$ cat src/rtl/wb_commit_buffer_if.sv
// Bundle between the speculative write-back buffer, the pipeline and the register file.
// Latency: wires only; no state lives in the interface.
// Backpressure: ready_o tells the pipeline when a write will be accepted.
// Ports: pipeline write (we/waddr/wdata/ready), commit/replay pulses, two read ports
// with register file read data and forwarded data, register file write port, status.
interface wb_commit_buffer_if #(
   parameter int DATA_WIDTH = 32,
   parameter int ADDR_WIDTH = 5,
   parameter int DEPTH      = 8
);
   localparam int CW = $clog2(DEPTH) + 1;

   logic                  we_i;
   logic [ADDR_WIDTH-1:0] waddr_i;
   logic [DATA_WIDTH-1:0] wdata_i;
   logic                  ready_o;
   logic                  commit_i;
   logic                  replay_i;
   logic [ADDR_WIDTH-1:0] raddr_a_i;
   logic [ADDR_WIDTH-1:0] raddr_b_i;
   logic [DATA_WIDTH-1:0] rf_rdata_a_i;
   logic [DATA_WIDTH-1:0] rf_rdata_b_i;
   logic [DATA_WIDTH-1:0] rdata_a_o;
   logic [DATA_WIDTH-1:0] rdata_b_o;
   logic                  rf_we_o;
   logic [ADDR_WIDTH-1:0] rf_waddr_o;
   logic [DATA_WIDTH-1:0] rf_wdata_o;
   logic                  empty_o;
   logic [CW-1:0]         spec_cnt_o;

   // Buffer side
   modport slave (
      input  we_i, waddr_i, wdata_i, commit_i, replay_i,
      input  raddr_a_i, raddr_b_i, rf_rdata_a_i, rf_rdata_b_i,
      output ready_o, rdata_a_o, rdata_b_o,
      output rf_we_o, rf_waddr_o, rf_wdata_o, empty_o, spec_cnt_o
   );

   // Pipeline / register file side
   modport master (
      output we_i, waddr_i, wdata_i, commit_i, replay_i,
      output raddr_a_i, raddr_b_i, rf_rdata_a_i, rf_rdata_b_i,
      input  ready_o, rdata_a_o, rdata_b_o,
      input  rf_we_o, rf_waddr_o, rf_wdata_o, empty_o, spec_cnt_o
   );
endinterface

$ cat src/rtl/wb_commit_buffer.sv
// Speculative register write-back buffer: holds writes until commit, drains them in order to the RF.
// Latency: enqueue visible to reads next cycle; commit in cycle t drains from t+1, one entry per cycle.
// Backpressure: ready_o low when DEPTH entries are held; writes offered while full are dropped.
// Ports: clk, rst_n (async, active-low), bus (slave modport of wb_commit_buffer_if).
module wb_commit_buffer #(
   parameter int DATA_WIDTH = 32,
   parameter int ADDR_WIDTH = 5,
   parameter int DEPTH      = 8
) (
   input  logic            clk,
   input  logic            rst_n,
   wb_commit_buffer_if.slave bus
);
   localparam int IW = $clog2(DEPTH);
   localparam int PW = IW + 1;

   // Pointers carry an extra wrap bit so full and empty are distinguishable.
   logic [PW-1:0] head;   // oldest entry
   logic [PW-1:0] cmt;    // first speculative entry
   logic [PW-1:0] tail;   // next free slot
   logic [PW-1:0] used;

   logic [ADDR_WIDTH-1:0] mem_addr [DEPTH];
   logic [DATA_WIDTH-1:0] mem_data [DEPTH];

   logic enq;
   logic drain;
   logic ready;

   assign used  = tail - head;
   assign ready = (used != PW'(DEPTH));
   assign drain = (cmt != head);
   // A replay in the same cycle wipes the speculative region, so the new write goes with it.
   assign enq   = bus.we_i && ready && (bus.waddr_i != '0) && !bus.replay_i;

   always_ff @(posedge clk or negedge rst_n) begin
      if (!rst_n) begin
         head <= '0;
         cmt  <= '0;
         tail <= '0;
      end else begin
         if (drain)
            head <= head + PW'(1);
         // Replay takes priority over a simultaneous commit.
         if (bus.replay_i) begin
            tail <= cmt;
         end else begin
            if (bus.commit_i)
               cmt <= tail;
            if (enq)
               tail <= tail + PW'(1);
         end
      end
   end

   // Storage has no reset: only slots inside [head, tail) are ever read.
   always_ff @(posedge clk) begin
      if (enq) begin
         mem_addr[tail[IW-1:0]] <= bus.waddr_i;
         mem_data[tail[IW-1:0]] <= bus.wdata_i;
      end
   end

   assign bus.ready_o    = ready;
   assign bus.empty_o    = (tail == head);
   assign bus.spec_cnt_o = tail - cmt;
   assign bus.rf_we_o    = drain;
   // Gated so the RF port reads zero when idle, including straight out of reset.
   assign bus.rf_waddr_o = drain ? mem_addr[head[IW-1:0]] : '0;
   assign bus.rf_wdata_o = drain ? mem_data[head[IW-1:0]] : '0;

   // Forwarding: walk from oldest to newest so the last match wins (youngest value).
   // The entry being drained this cycle is still in range and still forwards.
   always_comb begin
      logic [IW-1:0] idx;
      idx           = '0;
      bus.rdata_a_o = bus.rf_rdata_a_i;
      bus.rdata_b_o = bus.rf_rdata_b_i;
      for (int i = 0; i < DEPTH; i++) begin
         idx = head[IW-1:0] + IW'(i);
         if (PW'(i) < used) begin
            if (mem_addr[idx] == bus.raddr_a_i)
               bus.rdata_a_o = mem_data[idx];
            if (mem_addr[idx] == bus.raddr_b_i)
               bus.rdata_b_o = mem_data[idx];
         end
      end
      if (bus.raddr_a_i == '0)
         bus.rdata_a_o = '0;
      if (bus.raddr_b_i == '0)
         bus.rdata_b_o = '0;
   end
endmodule

$ cat src/flat_wrapper.sv
// flat-port wrapper written by rule: the top's interface ports become plain ports
module wb_commit_buffer_flat 
#(
   parameter int DATA_WIDTH = 32,
   parameter int ADDR_WIDTH = 5,
   parameter int DEPTH      = 8
)
  (clk, rst_n, bus_we_i, bus_waddr_i, bus_wdata_i, bus_commit_i, bus_replay_i, bus_raddr_a_i, bus_raddr_b_i, bus_rf_rdata_a_i, bus_rf_rdata_b_i, bus_ready_o, bus_rdata_a_o, bus_rdata_b_o, bus_rf_we_o, bus_rf_waddr_o, bus_rf_wdata_o, bus_empty_o, bus_spec_cnt_o);
  wb_commit_buffer_if #(.DATA_WIDTH(DATA_WIDTH), .ADDR_WIDTH(ADDR_WIDTH), .DEPTH(DEPTH)) bus_i ();
  input  logic clk;
  input  logic rst_n;
  input wire logic [$bits(bus_i.we_i)-1:0] bus_we_i;
  input wire logic [$bits(bus_i.waddr_i)-1:0] bus_waddr_i;
  input wire logic [$bits(bus_i.wdata_i)-1:0] bus_wdata_i;
  input wire logic [$bits(bus_i.commit_i)-1:0] bus_commit_i;
  input wire logic [$bits(bus_i.replay_i)-1:0] bus_replay_i;
  input wire logic [$bits(bus_i.raddr_a_i)-1:0] bus_raddr_a_i;
  input wire logic [$bits(bus_i.raddr_b_i)-1:0] bus_raddr_b_i;
  input wire logic [$bits(bus_i.rf_rdata_a_i)-1:0] bus_rf_rdata_a_i;
  input wire logic [$bits(bus_i.rf_rdata_b_i)-1:0] bus_rf_rdata_b_i;
  output wire logic [$bits(bus_i.ready_o)-1:0] bus_ready_o;
  output wire logic [$bits(bus_i.rdata_a_o)-1:0] bus_rdata_a_o;
  output wire logic [$bits(bus_i.rdata_b_o)-1:0] bus_rdata_b_o;
  output wire logic [$bits(bus_i.rf_we_o)-1:0] bus_rf_we_o;
  output wire logic [$bits(bus_i.rf_waddr_o)-1:0] bus_rf_waddr_o;
  output wire logic [$bits(bus_i.rf_wdata_o)-1:0] bus_rf_wdata_o;
  output wire logic [$bits(bus_i.empty_o)-1:0] bus_empty_o;
  output wire logic [$bits(bus_i.spec_cnt_o)-1:0] bus_spec_cnt_o;
  assign bus_i.we_i = bus_we_i;
  assign bus_i.waddr_i = bus_waddr_i;
  assign bus_i.wdata_i = bus_wdata_i;
  assign bus_i.commit_i = bus_commit_i;
  assign bus_i.replay_i = bus_replay_i;
  assign bus_i.raddr_a_i = bus_raddr_a_i;
  assign bus_i.raddr_b_i = bus_raddr_b_i;
  assign bus_i.rf_rdata_a_i = bus_rf_rdata_a_i;
  assign bus_i.rf_rdata_b_i = bus_rf_rdata_b_i;
  assign bus_ready_o = bus_i.ready_o;
  assign bus_rdata_a_o = bus_i.rdata_a_o;
  assign bus_rdata_b_o = bus_i.rdata_b_o;
  assign bus_rf_we_o = bus_i.rf_we_o;
  assign bus_rf_waddr_o = bus_i.rf_waddr_o;
  assign bus_rf_wdata_o = bus_i.rf_wdata_o;
  assign bus_empty_o = bus_i.empty_o;
  assign bus_spec_cnt_o = bus_i.spec_cnt_o;
  wb_commit_buffer #(.DATA_WIDTH(DATA_WIDTH), .ADDR_WIDTH(ADDR_WIDTH), .DEPTH(DEPTH)) u_core (.clk(clk), .rst_n(rst_n), .bus(bus_i));
endmodule
$ cat config.mk
export PLATFORM = sky130hd
export DESIGN_NAME = wb_commit_buffer_flat
export DESIGN_NICKNAME = d
export VERILOG_FILES = /design/src/rtl/wb_commit_buffer_if.sv /design/src/rtl/wb_commit_buffer.sv /design/src/flat_wrapper.sv
export SDC_FILE = /design/constraint.sdc
export NUM_CORES = 1
export LEC_CHECK = 0
export ABC_AREA = 1
export CORE_ASPECT_RATIO = 1.25
export CORE_MARGIN = 2
export CORE_UTILIZATION = 50
export CTS_CLUSTER_DIAMETER = 50
export DETAILED_ROUTE_END_ITERATION = 16
export GPL_ROUTABILITY_DRIVEN = 0
export PLACE_DENSITY_LB_ADDON = 0.2
export SYNTH_ARGS = -nofsm -noshare
export SYNTH_HDL_FRONTEND = slang
export SYNTH_SLANG_ARGS = --single-unit
$ cat constraint.sdc
create_clock -name clk -period 11.81 [get_ports clk]
set_input_delay 1.7715 -clock clk [delete_from_list [all_inputs] [get_ports clk]]
set_output_delay 1.7715 -clock clk [all_outputs]
set_load 0.02 [all_outputs]
Yosys cells after proc, flatten, opt, wreduce, memory -nomap -nowiden
Memories as Yosys holds them, arrays and structs flattened. Index checks and enable logic that the tools add are counted.

Bits in writable memories: 296. Register bits: 12. Output and inout port bits: 108. Input bits: 116. Memories: 2.

Add/subtract/negate cells: 11. Bitwise logic cells: 1. Reductions and logical operators: 9. Mux-type cells: 40. Order comparisons: 8. Equality and inequality tests: 19.

Memories: u_core.mem_data (words 8, bits a word 32, read ports 8, clocked after memory_dff 0, write ports 1, line wb_commit_buffer.sv:24) `logic [DATA_WIDTH-1:0] mem_data [DEPTH];`; u_core.mem_addr (words 8, bits a word 5, read ports 8, clocked after memory_dff 0, write ports 1, line wb_commit_buffer.sv:23) `logic [ADDR_WIDTH-1:0] mem_addr [DEPTH];`.

Operators with widths (number): $mux 32 (35); $eq 5x5->1 (16); $lt 3x4->1 const A (4); $add 3x3->3 const B (4); $logic_not 5->1 (2); $add 4x1->4 const B (2); $lt 1x4->1 const A (2); $lt 2x4->1 const A (2); $mux 4 (2); $sub 4x4->4 (2); $add 3x2->3 const B (2); $mux 5 (1); $reduce_bool 5->1 (1); $eq 4x4->1 (1); $ne 4x4->1 (1); $ne 4x4->1 const B (1); $add 3x1->3 const B (1); $logic_and 1x1->1 (3); $mux 1 (2); $reduce_and 2->1 (1); $reduce_bool 2->1 (1); $logic_not 1->1 (1); $not 1->1 (1).

Depth between registers and ports, before layout
An unclocked memory read counts as a cell.

Depth after elaboration: 19. Depth in mapped cells: 25. Mapped depth without buffers: 19.

Worst setup path after synthesis
No wires, ideal clock.

Kind: flip-flop to flip-flop. Start: register u_core.head[1]. End: memory u_core.mem_addr[7][0] (enable). Slack: 6.290 ns. Arrival time: 5.039 ns. Stages on the path, launching flop included: 14. Library setup time: 0.481 ns. Data required time: 11.329 ns. Path buffers: 2. Path through: dfrtp_1 -> inv_2 -> clkbuf_1 -> clkbuf_1 -> ha_1 -> nand3b_1 -> nand3_1 -> nand2_1 -> inv_1 -> nand2_1 -> nand3_1 -> nor2_1 -> nand2_1 -> nor3_1.

Longest elaborated chain between the ends: 7.

Ends and longest elaborated chain: start, declared (line wb_commit_buffer.sv:18) `logic [PW-1:0] head;`; start signal, assigned (line wb_commit_buffer.sv:43) `head <= head + PW'(1);`; $sub 4x4->4 (line wb_commit_buffer.sv:30) `assign used = tail - head;`; $ne 4x4->1 (line wb_commit_buffer.sv:31) `assign ready = (used != PW'(DEPTH));`; named net bus_ready_o (line flat_wrapper.sv:21) `output wire logic [$bits(bus_i.ready_o)-1:0] bus_ready_o;`; $logic_and 1x1->1 (3 in a row) (line wb_commit_buffer.sv:34) `assign enq = bus.we_i && ready && (bus.waddr_i != '0) && !bus.replay_i;`; $mux 1 (line wb_commit_buffer.sv:58) `if (enq) begin`; $mux 1 (not written as such) (line wb_commit_buffer.sv:59) `mem_addr[tail[IW-1:0]] <= bus.waddr_i;`; end, declared (line wb_commit_buffer.sv:23).

The timed path passes the listed nets, and every way through them passes these cells.

Worst setup path after layout
Start: register u_core.head[0]. End: output bus_rdata_b_o[8].

Longest elaborated chain between the ends: 19.

Ends and longest elaborated chain: parallel branches: the longest is 17 deep, another holds $mem_v2 8x5; $mux 32 * (line wb_commit_buffer.sv:81) `if (PW'(i) < used) begin`; $mux 32 * (line wb_commit_buffer.sv:90) `if (bus.raddr_b_i == '0)`; end, declared (line flat_wrapper.sv:23) `output wire logic [$bits(bus_i.rdata_b_o)-1:0] bus_rdata_b_o;`.

Every way passes the cells marked *.

==> metrics.md <==
| Metric | Value |
|---|---|
| Max_cap viols | 0 |
| Synth Instances | between 4,000 and 5,000 |
| Share of layout cells above drive strength 1 | 0.0358 |
| Max Clock Freq | roughly 120 MHz |
| Max Slew Vio Count | 0 |
| CORE AREA | 0.0549 sq mm |
| Register Area | between 0.009 and 0.01 sq mm |
| Post-CTS Resized | 0 |
| Yosys top cell by area | edfxtp_1 |
| Number of H-tree levels | 2 |
| Post-CTS Setup Inserts | 0 |
| Final setup violation count | 0 |
| Final worst hold slack | roughly 550 ps |
| Outcome | complete, no violations |
| Post-synthesis async set-or-reset flop share | 0.0390 |
| Post-layout net count | 4,519 |
| N_diodes | 0 |
| PortBufs | between 200 and 250 |
| Top-Level Pins | 224 |
| Rel. slew slack | 0.0300 |
| Clock Tree Buf Depth | 3 |
| CTS Buf Count | 34 |
| Cell Area, Synth | approximately 0.028 sq mm |
| Antenna violations before repair | 9 |
| Wirelength, routed | between 100 and 150 mm |
| Worst path top cell family by delay | buffers and inverters |
| Die Y | 268 um |
| Vias per cell | slightly below 6 |
| Crit path DAT | approximately 6800 ps |
| Row cnt | 96 |
| Die Span X | about 210 um |
| Min Clock Period, post-route | ~8600 ps |
| CTS tree | done |
| RSZ-0062 raised after global routing | false |
| Worst Skew | ~14 ps |
| Final Hold Vio Count | 0 |
| Clk_lat worst skew | 530 ps |
| Sinks on Clock Net | slightly above 300 |
| Ys Warns | 0 |
| Worst min path class | flip-flop to flip-flop |
| Clk slew on worst S/H paths | 60 ps |
| DIE AREA | around 0.057 sq mm |
| Drt wl/cell | ~21 um |
| Fillers | around 5,400 |
| Largest net degree at the start of global routing | ~180 |
| CP cell instances | inv_6, ha_4, clkinv_2, buf_4, nand3_1, nand2_1, o21ai_1, xor2_1, a211oi_1, nand4_1, buf_4, a21boi_0, a21oi_1, clkdlybuf4s50_1 |
| Nature of the critical path endpoint | primary output |
| R2R Setup Slk | about 6700 ps |
| Routed vias | between 30,000 and 40,000 |
| Initial Utilization | 0.506 |
| Dominant cells by area after synthesis | edfxtp_1 (32%), nand2_1 (19%), nor2_1 (9.7%), o21ai_0 (8.8%), mux2i_1 (5.7%) |
| CTS root buffer | clkbuf_16 |
| Iteration-0 DRC Markers | between 3,000 and 4,000 |
| Remaining Overflow, GRT | 0 |
| TritonRoute pass-1 iters | 6 |
| Post-synth top cells | nand2_1 (1,397), nor2_1 (718), o21ai_0 (491), edfxtp_1 (296), inv_1 (283) |
| Crit path required time | about 10,000 ps |
| Post-synth EDFFs | around 300 |
| Avg Inst Size Synth | roughly 6.3 sq um |
| Top cell type's share of synthesized area | 0.320 |
| CP Max Fanout | about 120 |
| Slowest cell delay on critical path | about 780 ps |
| Routed Antenna Nets | 0 |
| Vias in the first global route | between 20,000 and 30,000 |
| Drt drc | 0 |
| CP startpoint kind | flip-flop |
| Most common cell in the netlist | nand2_1 |
| Sequential area share after synthesis | 0.331 |
| Netlist cell types | 38 |
| Tot GR Track Use | 0.375 |
| Buf/Inv on CP | 5 |
| Hpwl dp | ~74 mm |
| Synth Net Count | 4,504 |
| Multi-input gate area | 0.0162 sq mm |
| Hold buffer count at cts | 0 |
| Crit path top cell by count | buf_4 |
| First-pass GRT wire length | around 160 mm |
| Post-synth top flop | edfxtp_1 |
| Tcrit/Tclk final | 0.725 |
| Area delta synth->final | 12.9% |
| Critical path class | flip-flop to primary output |
| Worst Max-Slew Pin Slew | around 1400 ps |
| Setup TNS | 0 ps |
| Synthesized flop and latch total | between 300 and 400 |
| CP max-delay cell | nand4_1 |
## flip-flops by register name, summed over array words and instances (netlist names)
name and count:
u_core.mem_addr 40, u_core.head 4, u_core.tail 4, u_core.cmt 4, u_core.mem_data 256
## path summary, 6_finish.rpt
check	start	endpoint	depth (start not counted)
max reg2reg	u_core.head[1]$_DFFE_PN0N_	u_core.mem_addr[6][0]$_DFFE_PP_	10
max	u_core.head[0]$_DFFE_PN0N_	bus_rdata_b_o[8]	14
min reg2reg	u_core.tail[0]$_DFFE_PN0P_	u_core.tail[0]$_DFFE_PN0P_	2
min	u_core.tail[0]$_DFFE_PN0P_	u_core.tail[0]$_DFFE_PN0P_	2
max in group asynchronous	rst_n	u_core.head[2]$_DFFE_PN0N_	1
min in group asynchronous	rst_n	u_core.head[0]$_DFFE_PN0N_	1
## stage by stage
| stage | utilization | instances | setup WS, ps | instance area [sq um] |
|---|---|---|---|---|
| floorplan | - | 4376 | 6290 | 27800 |
| global placement | 0.550 | 5090 | 4030 | 30200 |
| detailed placement | 0.550 | 5090 | 3890 | 30200 |
| CTS | 0.571 | 5150 | 3360 | 31400 |
| global route | 0.571 | 5150 | 3010 | 31400 |
| finish | 0.571 | 5150 | 3250 | 31400 |
## routing by layer
metal | wire (um) | up-vias | GRT usage | part of all wire
li1 | - | 14293 | - | -
met1 | 41900 | 13508 | 0.476 | 0.38
met2 | 46600 | 1982 | 0.571 | 0.42
met3 | 14800 | 483 | 0.107 | 0.13
met4 | 7170 | 18 | 0.220 | 0.065
met5 | 114 | - | 0 | 0.0010
## final cells by class
cell class                 count  share of cell area
clock buffer                  40              0.0285
clock inverter                20             0.00890
inverter                     301              0.0364
multi-input combinational   3466               0.518
sequential                   308               0.293
tap                          735              0.0293
timing repair buffer         280              0.0852
## layout by cell type (no fill, tap or decap), drive strengths merged
cell type and n:
a211oi 2, a21boi 31, a21oi 83, a31oi 1, and2 7, buf 57, bufinv 6, clkbuf 40
clkdlybuf4s50 223, clkinv 16, clkinvlp 1, dfrtp 12, edfxtp 296, fa 2, ha 10, inv 298
mux2i 157, nand2 1397, nand3 270, nand3b 2, nand4 74, nor2 728, nor3 9, o211ai 1
o21a 65, o21ai 586, o22ai 1, or2 2, xnor2 2, xor2 36
## worst reg2reg max path, delay by kind of cell (launching register included)
kind          cells  cell delay, ps
buf+inv           2            1470
flops             1             690
fa+ha+maj         1             650
simple gates      7            1960
## kinds of logic (layout without fill, tap and decap cells)
kind of cell,Yosys count,count (layout),share of synthesized area
simple gates,2489,2489,0.359
compound gates,770,770,0.148
buf+inv,602,641,0.0883
flops,308,308,0.331
mux,157,157,0.0566
xor+xnor,38,38,0.0120
fa+ha+maj,12,12,0.00595
Power is not shown: default switching activity piles up to over one toggle a cycle in this logic, so the estimate is an artifact.
